## config.mk

```make
export PLATFORM = sky130hd
export DESIGN_NAME = rv32im_div_flat
export DESIGN_NICKNAME = d
export VERILOG_FILES = /design/src/rtl/rv32im_div_if.sv /design/src/rtl/rv32im_div.sv /design/src/flat_wrapper.sv
export SDC_FILE = /design/constraint.sdc
export NUM_CORES = 1
export LEC_CHECK = 0
export CAP_MARGIN = 30
export CORE_UTILIZATION = 59
export CTS_CLUSTER_SIZE = 24
export DETAILED_ROUTE_END_ITERATION = 16
export PLACE_DENSITY = 0.88
export SLEW_MARGIN = 20
export SYNTH_ARGS = -nofsm -noshare
export SYNTH_HDL_FRONTEND = slang
export SYNTH_SLANG_ARGS = --single-unit
```

## constraint.sdc

```tcl
create_clock -name clk_i -period 4.76 [get_ports clk_i]
set_input_delay 0.476 -clock clk_i [delete_from_list [all_inputs] [get_ports clk_i]]
set_output_delay 0.476 -clock clk_i [all_outputs]
set_load 0.05 [all_outputs]
```

## src/rtl/rv32im_div_if.sv

```systemverilog
// Start/result handshake between the execute stage and the iterative divider.
interface rv32im_div_if #(
  parameter int XLEN = 32
);
  logic            start_i;
  logic [1:0]      op_i;
  logic [XLEN-1:0] operand1_i;
  logic [XLEN-1:0] operand2_i;
  logic            busy_o;
  logic            valid_o;
  logic [XLEN-1:0] result_o;

  modport master (
    output start_i, op_i, operand1_i, operand2_i,
    input  busy_o, valid_o, result_o
  );

  modport slave (
    input  start_i, op_i, operand1_i, operand2_i,
    output busy_o, valid_o, result_o
  );
endinterface

```

## src/rtl/rv32im_div.sv

```systemverilog
// Iterative restoring divider for RV32M DIV/DIVU/REM/REMU: one quotient bit
// per clock on operand magnitudes, sign fix-up in a final FIX cycle.
module rv32im_div #(
  parameter int XLEN = 32
) (
  input  logic          clk_i,
  input  logic          reset_ni,
  rv32im_div_if.slave   bus
);

  localparam int CW = $clog2(XLEN) + 1;
  localparam logic [XLEN-1:0] MIN_NEG = {1'b1, {(XLEN-1){1'b0}}};

  typedef enum logic [1:0] {IDLE, CALC, FIX} state_e;

  function automatic logic [XLEN-1:0] mag(input logic signed [XLEN-1:0] v,
                                          input logic is_signed);
    logic [XLEN-1:0] r;
    r = v;
    if (is_signed && v[XLEN-1]) r = -v;
    return r;
  endfunction

  function automatic logic [XLEN-1:0] neg_if(input logic [XLEN-1:0] v,
                                             input logic cond);
    return cond ? (~v + 1'b1) : v;
  endfunction

  state_e          state_q, state_d;
  logic [CW-1:0]   cnt_q, cnt_d;
  logic [1:0]      op_q, op_d;
  logic            q_neg_q, q_neg_d;
  logic            r_neg_q, r_neg_d;
  logic            special_q, special_d;
  logic            busy_q, busy_d;
  logic            valid_q, valid_d;
  logic [XLEN-1:0] result_q, result_d;
  logic [XLEN-1:0] dq_q, dq_d;
  logic [XLEN-1:0] rem_q, rem_d;
  logic [XLEN-1:0] div_q, div_d;

  logic signed [XLEN-1:0] op1_s, op2_s;
  logic            in_signed, div_zero, overflow;
  logic [XLEN-1:0] shifted;
  logic [XLEN:0]   trial;

  always_comb begin
    state_d   = state_q;
    cnt_d     = cnt_q;
    op_d      = op_q;
    q_neg_d   = q_neg_q;
    r_neg_d   = r_neg_q;
    special_d = special_q;
    busy_d    = busy_q;
    valid_d   = 1'b0;
    result_d  = result_q;
    dq_d      = dq_q;
    rem_d     = rem_q;
    div_d     = div_q;

    op1_s     = bus.operand1_i;
    op2_s     = bus.operand2_i;
    in_signed = ~bus.op_i[0];
    div_zero  = (bus.operand2_i == '0);
    overflow  = in_signed && (bus.operand1_i == MIN_NEG) && (bus.operand2_i == '1);

    // Trial subtraction at XLEN+1 bits; bit XLEN is the borrow
    shifted = {rem_q[XLEN-2:0], dq_q[XLEN-1]};
    trial   = {1'b0, shifted} - {1'b0, div_q};

    if (bus.start_i) begin
      op_d    = bus.op_i;
      q_neg_d = in_signed && (op1_s[XLEN-1] ^ op2_s[XLEN-1]);
      r_neg_d = in_signed && op1_s[XLEN-1];
      dq_d    = mag(op1_s, in_signed);
      div_d   = mag(op2_s, in_signed);
      rem_d   = '0;
      cnt_d   = '0;
      if (div_zero) begin
        special_d = 1'b1;
        dq_d      = bus.op_i[1] ? bus.operand1_i : '1;
        busy_d    = 1'b0;
        state_d   = FIX;
      end else if (overflow) begin
        special_d = 1'b1;
        dq_d      = bus.op_i[1] ? '0 : bus.operand1_i;
        busy_d    = 1'b0;
        state_d   = FIX;
      end else begin
        special_d = 1'b0;
        busy_d    = 1'b1;
        state_d   = CALC;
      end
    end else begin
      case (state_q)
        CALC: begin
          rem_d = trial[XLEN] ? shifted : trial[XLEN-1:0];
          dq_d  = {dq_q[XLEN-2:0], ~trial[XLEN]};
          cnt_d = cnt_q + CW'(1);
          if (cnt_d[CW-1]) state_d = FIX;
        end
        FIX: begin
          if (special_q)     result_d = dq_q;
          else if (op_q[1])  result_d = neg_if(rem_q, r_neg_q);
          else               result_d = neg_if(dq_q, q_neg_q);
          valid_d = 1'b1;
          busy_d  = 1'b0;
          state_d = IDLE;
        end
        default: ;
      endcase
    end
  end

  always_ff @(posedge clk_i or negedge reset_ni) begin
    if (!reset_ni) begin
      state_q   <= IDLE;
      cnt_q     <= '0;
      op_q      <= '0;
      q_neg_q   <= 1'b0;
      r_neg_q   <= 1'b0;
      special_q <= 1'b0;
      busy_q    <= 1'b0;
      valid_q   <= 1'b0;
      result_q  <= '0;
    end else begin
      state_q   <= state_d;
      cnt_q     <= cnt_d;
      op_q      <= op_d;
      q_neg_q   <= q_neg_d;
      r_neg_q   <= r_neg_d;
      special_q <= special_d;
      busy_q    <= busy_d;
      valid_q   <= valid_d;
      result_q  <= result_d;
    end
  end

  // Datapath registers carry no reset: they are always reloaded on start
  always_ff @(posedge clk_i) begin
    dq_q  <= dq_d;
    rem_q <= rem_d;
    div_q <= div_d;
  end

  assign bus.busy_o   = busy_q;
  assign bus.valid_o  = valid_q;
  assign bus.result_o = result_q;

endmodule

```

## src/flat_wrapper.sv

```systemverilog
// flat-port wrapper written by rule: the top's interface ports become plain ports
module rv32im_div_flat 
#(
  parameter int XLEN = 32
)
  (clk_i, reset_ni, bus_start_i, bus_op_i, bus_operand1_i, bus_operand2_i, bus_busy_o, bus_valid_o, bus_result_o);
  rv32im_div_if #(.XLEN(XLEN)) bus_i ();
  input  logic clk_i;
  input  logic reset_ni;
  input wire logic [$bits(bus_i.start_i)-1:0] bus_start_i;
  input wire logic [$bits(bus_i.op_i)-1:0] bus_op_i;
  input wire logic [$bits(bus_i.operand1_i)-1:0] bus_operand1_i;
  input wire logic [$bits(bus_i.operand2_i)-1:0] bus_operand2_i;
  output wire logic [$bits(bus_i.busy_o)-1:0] bus_busy_o;
  output wire logic [$bits(bus_i.valid_o)-1:0] bus_valid_o;
  output wire logic [$bits(bus_i.result_o)-1:0] bus_result_o;
  assign bus_i.start_i = bus_start_i;
  assign bus_i.op_i = bus_op_i;
  assign bus_i.operand1_i = bus_operand1_i;
  assign bus_i.operand2_i = bus_operand2_i;
  assign bus_busy_o = bus_i.busy_o;
  assign bus_valid_o = bus_i.valid_o;
  assign bus_result_o = bus_i.result_o;
  rv32im_div #(.XLEN(XLEN)) u_core (.clk_i(clk_i), .reset_ni(reset_ni), .bus(bus_i));
endmodule
```

; ---- Yosys cells after proc, flatten, opt, wreduce, memory -nomap -nowiden
; Index checks and enable logic that the tools add are counted.
[word_totals]
wordCells = 68
reg_bits = 143
input_bits = 69
[classes]
n_reduce_logical = 11
addsub = 6
n_eq_ne = 5
n_mux = 28
bitwise = 6
[ops]
columns = cell, count
row1 = $mux W32, 13
row2 = $add A32 B1 Y32 const B, 2
row3 = $eq A32 B32 Y1 const B, 2
row4 = $neg A32 Y32, 2
row5 = $not A32 Y32, 2
row6 = $sub A32 B32 Y33, 1
row7 = $logic_not A32 Y1, 1
row8 = $mux W6, 2
row9 = $mux W1, 8
row10 = $mux W2, 4
row11 = $add A6 B1 Y6 const B, 1
row12 = $logic_and A1 B1 Y1, 5
row13 = $pmux W2 S2, 1
row14 = $reduce_and A2 Y1, 2
row15 = $reduce_bool A2 Y1, 2
row16 = $ne A3 B2 Y1 const B, 1
row17 = $not A1 Y1, 3
row18 = $reduce_bool A3 Y1, 1
row19 = $eq A2 B1 Y1 const B, 1
row20 = $eq A2 B2 Y1 const B, 1
row21 = $xor A1 B1 Y1, 1

; ---- Depth between registers and ports, before layout
; Gate-level depths: netlist (run 1).
[depth]
depth_word = 6
mapped_depth = 12
ltp_nobuf = 11

; ---- Worst setup path after synthesis (run 1)
; Ideal clock, no wire load.
[synth_timing]
path_type = register to register
from = register u_core.dq_q[31]
to = register u_core.rem_q[0]
setup_time_ps = 120
period_less_slack_ps = 3232
arrival_ps = 3112
setup_slack_ps = 1528
path_stages_with_launch = 13
cell_sequence = edfxtp_1 > inv_1 > ha_1 > fa_1 > nand2b_1 > a21oi_1 > o211ai_1 > a2111oi_0 > o21ai_1 > o21ai_1 > buf_2 > nor2_1 > o31a_1
[synth_between]
elab_chain_len = 2
[synth_rtl]
columns = item, line_no
row1 = start: declaration, rv32im_div.sv:38  ; logic [XLEN-1:0] dq_q, dq_d;
row2 = start signal: assignment, rv32im_div.sv:141  ; dq_q <= dq_d;
row3 = $sub A32 B32 Y33, rv32im_div.sv:69  ; trial = {1'b0, shifted} - {1'b0, div_q};
row4 = $mux W32 *, rv32im_div.sv:97  ; rem_d = trial[XLEN] ? shifted : trial[XLEN-1:0];
row5 = end signal: assignment, rv32im_div.sv:142  ; rem_q <= rem_d;
row6 = end: declaration, rv32im_div.sv:39  ; logic [XLEN-1:0] rem_q, rem_d;
; Every way passes the cells marked *; elsewhere a longest branch is shown, timed or not.
; A chain may end at the register's enable or synchronous reset.

; ---- Final worst setup path (run 1)
[layout_timing]
from = register u_core.div_q[0]
to = register u_core.rem_q[12]
[layout_between]
elab_chain_len = 2
[layout_rtl]
columns = item, line_no
row1 = start: declaration, rv32im_div.sv:40  ; logic [XLEN-1:0] div_q, div_d;
row2 = start signal: assignment, rv32im_div.sv:143  ; div_q <= div_d;
row3 = $sub A32 B32 Y33, rv32im_div.sv:69
row4 = $mux W32, rv32im_div.sv:97
; Every way passes these cells.

==> metrics.md, run 1 <==
| Metric | Value |
|---|---|
| Worst path cell trace | ha_1 -> fa_1 -> nand2b_1 -> a21oi_1 -> o211ai_1 -> a2111oi_0 -> buf_4 -> o21ai_1 -> o21ai_4 -> buf_12 -> mux2i_1 -> a21oi_1 |
| Min-Delay Path Class | input port to async pin |
| RSZ-0062 raised after global routing | false |
| CTS root buffer | clkbuf_16 |
| Die W | 137.8 um |
| Largest net degree at the start of global routing | 61 |
| Core area | 18020 um^2 |
| Worst Hold Slack | 3.820 ps |
| First-pass GRT wire length | 49980 um |
| Tmin final | 3784 ps |
| Fmax | 0.2643 GHz |
| Worst EP required | 5030 ps |
| Postcts setup bufs | 0 |
| Syn Inst Count | 1326 |
| Final setup vio count | 0 |
| Grt ovf | 0 |
| Sink Count | 142 |
| Max Cap Viol | 0 |
| Critical Path AT | 4060 ps |
| Hold-fix buffers at CTS | 0 |
| Status | finished, final reports clean |
| Post-Route WL | 32350 um |
| Place WS | 945.5 ps |
| H-tree levels | 4 |
| Util after Layout | 0.7030 |
| Synth Area per Inst | 8.204 um^2 |
| Post-synth design cell area | 10880 um^2 |
| Slowest stage delay, CP | 490 ps |
| GPL Wtd Cong | 0.9672 |
| Fraction of layout cells with a size suffix above 1 | 0.05185 |
| Crit path capture type | register |
| Syn_nets | 1434 |
| CP Launch Type | register |
| Worst R2R Setup Slack | 980 ps |
| Placed Area | 12030 um^2 |
| Fillcell total | 1437 |
| Total power draw | 4.944 mW |
| Tcrit/Tclk final | 0.7950 |
| Clock Skews | 10.33 ps |
| Worst-Skew Late Latency | 430 ps |
| Row count | 49 |
| CTS tree | yes |
| Worst r2r src | u_core.div_q[0] |
| Initial antenna violation count | 0 |
| Clock Tree Buf Depth | 2 |
| Power per cell area | 390.1 nW/um^2 |
| WS Path Type | register to register |
| Fin Setup TNS | 0 ps |
| Post-synthesis sequential area ratio | 0.3414 |
| Number of global-route vias before repair | 9392 |
| Fin cells | 1637 |
| Yosys cell types | 77 |
| Final Worst Setup Slack | 976.0 ps |
| CTS resizes | 0 |
| Nets | 1503 |
| CP max stage cell | a2111oi_0 |
| Syn. warnings | 0 |
| Vias per inst | 6.602 |
| Leak | 4.917 nW |
| Reg clk slew, reported paths | 60 ps |
| # diodes | 0 |
| Remaining antenna violation count | 0 |
| Finished Cell Area | 12670 um^2 |
| Top cell by count, worst path | a21oi_1 |
| Chip height | 137.8 um |
| Via count | 10810 |
| EDFF count, synth | 64 |
| Placed insts | 1604 |
| IO buf count | 102 |
| Area grow syn2layout | 16.49% |
| Slew HR | 0.4546 |
| Number of buffers created by CTS | 17 |
| DP HPWL | 23850 um |
| FF+latch count, synth | 142 |
| Worst Setup SP | u_core.div_q[0] |
| DRT iter0 DRCs | 1532 |
| Total Routing Usage GR | 0.3474 |
| Initial Util | 0.6035 |
| Die area | 18980 um^2 |
| Synth Flop Type | edfxtp_1 |
| WL/cell | 19.76 um |
| Final slew viol count | 0 |
| Drc violations | 0 |
| Worst Tran Pin Value | 816.4 ps |
| FFs w/ async S/R, synth | 0.3239 |
| Final hold vios | 0 |
| DR pass1 iterations | 6 |
| Peak supply drop | 431.9 uV |
| CP Max Fanout | 28 |
| IO Count | 103 |
## layout by cell type, fill, tap and decap left out, types with 28 or more instances in the layout
cell | Yosys | final
nor3_1 | 28 | 28
clkdlybuf4s50_1 | 0 | 100
xor2_1 | 47 | 47
xnor2_1 | 62 | 62
edfxtp_1 | 64 | 64
inv_1 | 67 | 67
a21oi_1 | 121 | 121
nand2_1 | 119 | 119
dfrtp_1 | 46 | 46
ha_1 | 38 | 38
dfxtp_1 | 32 | 32
o21ai_0 | 132 | 132
nor2_1 | 111 | 111
## synth_stat cells (7+ instances only)
| cell type | instances | area, um^2 |
|---|---|---|
| ha_1 | 38 | 475.5 |
| nand2b_1 | 16 | 100.1 |
| dfrtp_1 | 46 | 1151 |
| a31oi_1 | 14 | 87.58 |
| dfxtp_1 | 32 | 640.6 |
| or4_1 | 16 | 120.1 |
| a211oi_1 | 16 | 120.1 |
| and3_1 | 8 | 50.05 |
| o22ai_1 | 19 | 118.9 |
| or3_1 | 19 | 118.9 |
| a311oi_1 | 9 | 78.83 |
| o21a_1 | 11 | 82.58 |
| a32oi_1 | 7 | 61.31 |
| o21ai_0 | 132 | 660.6 |
| xnor2_1 | 62 | 543.0 |
| a21o_1 | 11 | 82.58 |
| mux2i_1 | 24 | 240.2 |
| a21oi_1 | 121 | 605.6 |
| o221ai_1 | 13 | 113.9 |
| nand3_1 | 27 | 135.1 |
| edfxtp_1 | 64 | 1922 |
| nor4_1 | 11 | 68.82 |
| nor3_1 | 28 | 140.1 |
| clkbuf_1 | 57 | 214.0 |
| nand2_1 | 119 | 446.7 |
| nand4_1 | 25 | 156.4 |
| o31ai_1 | 27 | 202.7 |
| o41ai_1 | 8 | 70.07 |
| xor2_1 | 47 | 411.6 |
| nor2b_1 | 15 | 93.84 |
| inv_1 | 67 | 251.5 |
| nor2_1 | 111 | 416.7 |
## final cells by class
type / instances / area (um^2) / share of cell area
Timing Repair Buffer: 121 / 1186 / 0.09360
Tap cell: 229 / 286.5 / 0.02261
Clock buffer: 21 / 440.4 / 0.03475
Inverter: 68 / 255.2 / 0.02014
Multi-Input combinational cell: 1045 / 6599 / 0.5207
Sequential cell: 142 / 3714 / 0.2930
Clock inverter: 11 / 191.4 / 0.01511
## where the power goes
part | total (mW) | internal, mW | switching, mW | leakage [nW]
logic | 1.79 | 0.673 | 1.12 | 3.15
clock network | 1.46 | 0.929 | 0.527 | 0.299
registers | 1.70 | 1.49 | 0.208 | 1.47
## metal layers
layer  global-route usage  up-vias  wire length (um)
li1                     -     5062                 -
met4               0.1238        0               976
met5                    0        -                 0
met3              0.06843       86              3758
met1               0.5035     4992             13700
met2               0.5103      667             13910
## state kept, by name, indices dropped and copies added (netlist names)
| signal | cells |
|---|---|
| u_core.bus.result_o | 32 |
| u_core.div_q | 32 |
| u_core.dq_q | 32 |
| u_core.rem_q | 32 |
| u_core.cnt_q | 6 |
| u_core.state_q | 2 |
| u_core.bus.busy_o | 1 |
| u_core.bus.valid_o | 1 |
| u_core.op_q | 1 |
| u_core.q_neg_q | 1 |
| u_core.r_neg_q | 1 |
| u_core.special_q | 1 |
## worst paths after layout
kind | to | cells after the start
min in group clk_i | u_core.bus.result_o[6] | 2
max | u_core.rem_q[12] | 12
min | u_core.bus.result_o[8] | 1
max in group asynchronous | u_core.cnt_q[0] | 2
max reg2reg | u_core.rem_q[12] | 12
min reg2reg | u_core.bus.result_o[6] | 2
## logic make-up after synthesis
family                   synth area share
AO/OA/AOI/OAI                      0.2587
AND/OR/NAND/NOR                    0.1906
flip-flops                         0.3414
buffers and inverters             0.05395
XOR/XNOR                          0.08776
adder cells (fa/ha/maj)           0.04555
multiplexers                      0.02208
## worst max-delay path, delay by kind of cell, from the launching register on
| family | cells | cell delay, ps |
|---|---|---|
| mux | 1 | 250 |
| flops | 1 | 450 |
| simple gates | 1 | 190 |
| compound gates | 6 | 1580 |
| fa+ha+maj | 2 | 680 |
| buf+inv | 2 | 460 |
Note: power is estimated with default switching activity, not from simulation.
==> run 2: changes to the inputs <==
- CORE_UTILIZATION: 59 -> 53
- PLACE_DENSITY: 0.88 -> 0.84
- clock period: 4.76 -> 3.15 ns (I/O delays scaled with it)
==> run 2 against run 1 <==
  * Sequential share of layout area decreased by 2.3 points
  * Critical path type unchanged
  * Highest routed layer unchanged
  * Cell area increased by 8.7%
  * Critical path depth decreased by 1
  * Sequential power increased by 48%
  * First-iteration DRC count decreased by 0.46%
  * Non-clock buffer count increased by 127
  * Utilization decreased by 2.0 points
  * Clock-buffer cell count increased by 4
  * Final cell count increased by 10%
  * Total power increased by 55%
  * Clock power increased by 44%
==> metrics.md, run 2 (synthesis results as in run 1) <==
| Metric | Value |
|---|---|
| Status | finished, final reports clean |
| Via count | 11490 (+6.3%) |
| Slew HR | 0.4275 (-0.02705) |
| Final Worst Setup Slack | 5.726 ps (-970.2 ps) |
| IO buf count | 102 (unchanged) |
| Total Routing Usage GR | 0.3339 (-0.01347) |
| Number of buffers created by CTS | 17 (unchanged) |
| Final hold vios | 0 (unchanged) |
| Vias per inst | 6.364 (-3.6%) |
| Commonest cells after routing, fill and taps aside | buf_4, o21ai_0, a21oi_1, nand2_1, nor2_1 |
| Top routing layer used | met4 |
| CTS tree | yes |
| Die area | 21100 um^2 (+11%) |
| Worst r2r src | u_core.div_q[6] |
| DR pass1 iterations | 6 (unchanged) |
| Initial Util | 0.5393 (-0.06417) |
| Met3 WL | 3919 um (+4.3%) |
| CTS root buffer | clkbuf_16 |
| Peak supply drop | 396.1 uV (-8.3%) |
| Worst R2R Setup Slack | 6 ps (-970 ps) |
| Critical Path AT | 3470 ps (-590 ps) |
| # diodes | 0 (unchanged) |
| CP Launch Type | register |
| Core area | 20170 um^2 (+12%) |
| Remaining antenna violation count | 0 (unchanged) |
| DRT iter0 DRCs | 1525 (-0.46%) |
| GPL Wtd Cong | 0.9847 (+1.8%) |
| Crit path capture type | register |
| Reg clk slew, reported paths | 60 ps (about the same) |
| Worst Setup SP | u_core.div_q[6] |
| Final setup vio count | 0 (unchanged) |
| Power per cell area | 556.9 nW/um^2 (+43%) |
| Min-Delay Path Class | input port to async pin |
| Sink Count | 142 (unchanged) |
| Worst Tran Pin Value | 858.7 ps (+42.30 ps) |
| Row count | 52 (+6.1%) |
| H-tree levels | 4 (unchanged) |
| Fmax | 0.3180 GHz (+20%) |
| RSZ-0062 raised after global routing | true |
| Drc violations | 0 (unchanged) |
| Leak | 5.561 nW (+13%) |
| DP HPWL | 26190 um (+9.8%) |
| First-pass GRT wire length | 55800 um (+12%) |
| WL/cell | 19.69 um (-0.37%) |
| WS Path Type | register to register |
| Grt ovf | 0 (unchanged) |
| Post-Route WL | 35540 um (+9.9%) |
| Finished Cell Area | 13770 um^2 (+8.7%) |
| Max Cap Viol | 0 (unchanged) |
| Area grow syn2layout | 26.60% |
| Placed Area | 13040 um^2 (+8.4%) |
| CP Max Fanout | 4 (-86%) |
| Worst-Skew Late Latency | 440 ps (about the same) |
| Largest net degree at the start of global routing | 98 (+61%) |
| IO Count | 103 (unchanged) |
| Worst EP required | 3480 ps (-1550 ps) |
| Fraction of layout cells with a size suffix above 1 | 0.1362 (+0.08431) |
| Place WS | -158.5 ps (-1104 ps) |
| Clock Skews | 9.608 ps (-0.7185 ps) |
| Metal2 WL | 15810 um (+14%) |
| Number of global-route vias before repair | 10460 (+11%) |
| Commonest non-fill, non-tap cell in the layout | buf_4 |
| Nets | 1630 (+8.4%) |
| Die W | 145.3 um (+5.4%) |
| Chip height | 145.3 um (+5.4%) |
| Final slew viol count | 0 (unchanged) |
| Initial antenna violation count | 0 (unchanged) |
| DRT met1 WL | 14650 um (+6.9%) |
| Tcrit/Tclk final | 0.9982 (+0.2032) |
| Tmin final | 3144 ps (-639.8 ps) |
| Clock Tree Buf Depth | 2 (unchanged) |
==> run 2: final timing paths <==
check	depth (start not counted)	to
setup / recovery	11	u_core.rem_q[31]
hold / removal	2	u_core.bus.result_o[16]
setup reg to reg	11	u_core.rem_q[31]
hold reg to reg	2	u_core.bus.result_o[10]
max in group asynchronous	3	u_core.state_q[1]
min in group clk_i	4	u_core.q_neg_q
==> run 2: area by class of cell <==
| cell class | count | area [um^2] |
|---|---|---|
| timing repair buffer | 248 | 2222 |
| clock buffer | 25 | 485.5 |
| fill | 1622 | 6397 |
| tap | 270 | 337.8 |
| sequential | 142 | 3714 |
| inverter | 68 | 255.2 |
| multi-input combinational | 1045 | 6646 |
| clock inverter | 7 | 111.4 |
==> run 2: per-layer routing <==
metal  global-route usage  vias to the layer above
met3              0.06698                      109
li1                     -                     5311
met2               0.5142                      711
met1               0.4607                     5356
met4               0.1289                        0
met5                    0                        -
==> run 2: metrics by stage <==
step / std cells / util / hold WS [ps] / setup TNS, ps / power [mW]
global placement: 1767 / 0.6455 / 457.1 / -759.8 / 5.362
floorplan: 1326 / - / 19.41 / 0 / 4.347
CTS: 1802 / 0.6786 / 320.1 / 0 / 7.554
detailed placement: 1768 / 0.6465 / 245.0 / -1237 / 5.431
finish: 1805 / 0.6828 / 313.1 / 0 / 7.670
global route: 1805 / 0.6828 / 347.6 / -63.08 / 7.967
==> run 2: worst max-delay path: stages (launching register included) <==
cell	delay, ps
edfxtp_1	400
inv_1	70
ha_1	360
a21o_1	220
a32o_1	290
a41o_1	270
nor3_1	400
o21bai_1	190
o31ai_1	340
buf_4	190
nand2_1	60
a32o_1	240
==> run 2: power breakdown <==
group          switching (mW)  internal [mW]  total (mW)
Clock                   0.796           1.31        2.10
Combinational            1.87           1.19        3.06
Sequential              0.258           2.25        2.51
Total                    2.92           4.75        7.67
==> run 2: repair_timing <==
action,CTS,global route
endpoints found under the setup margin,18,35
hold endpoints to repair,13,0
resized for setup,3,10
hold buffers,1,0
buffers inserted,0,2
pin swaps,3,4
cloned,1,1
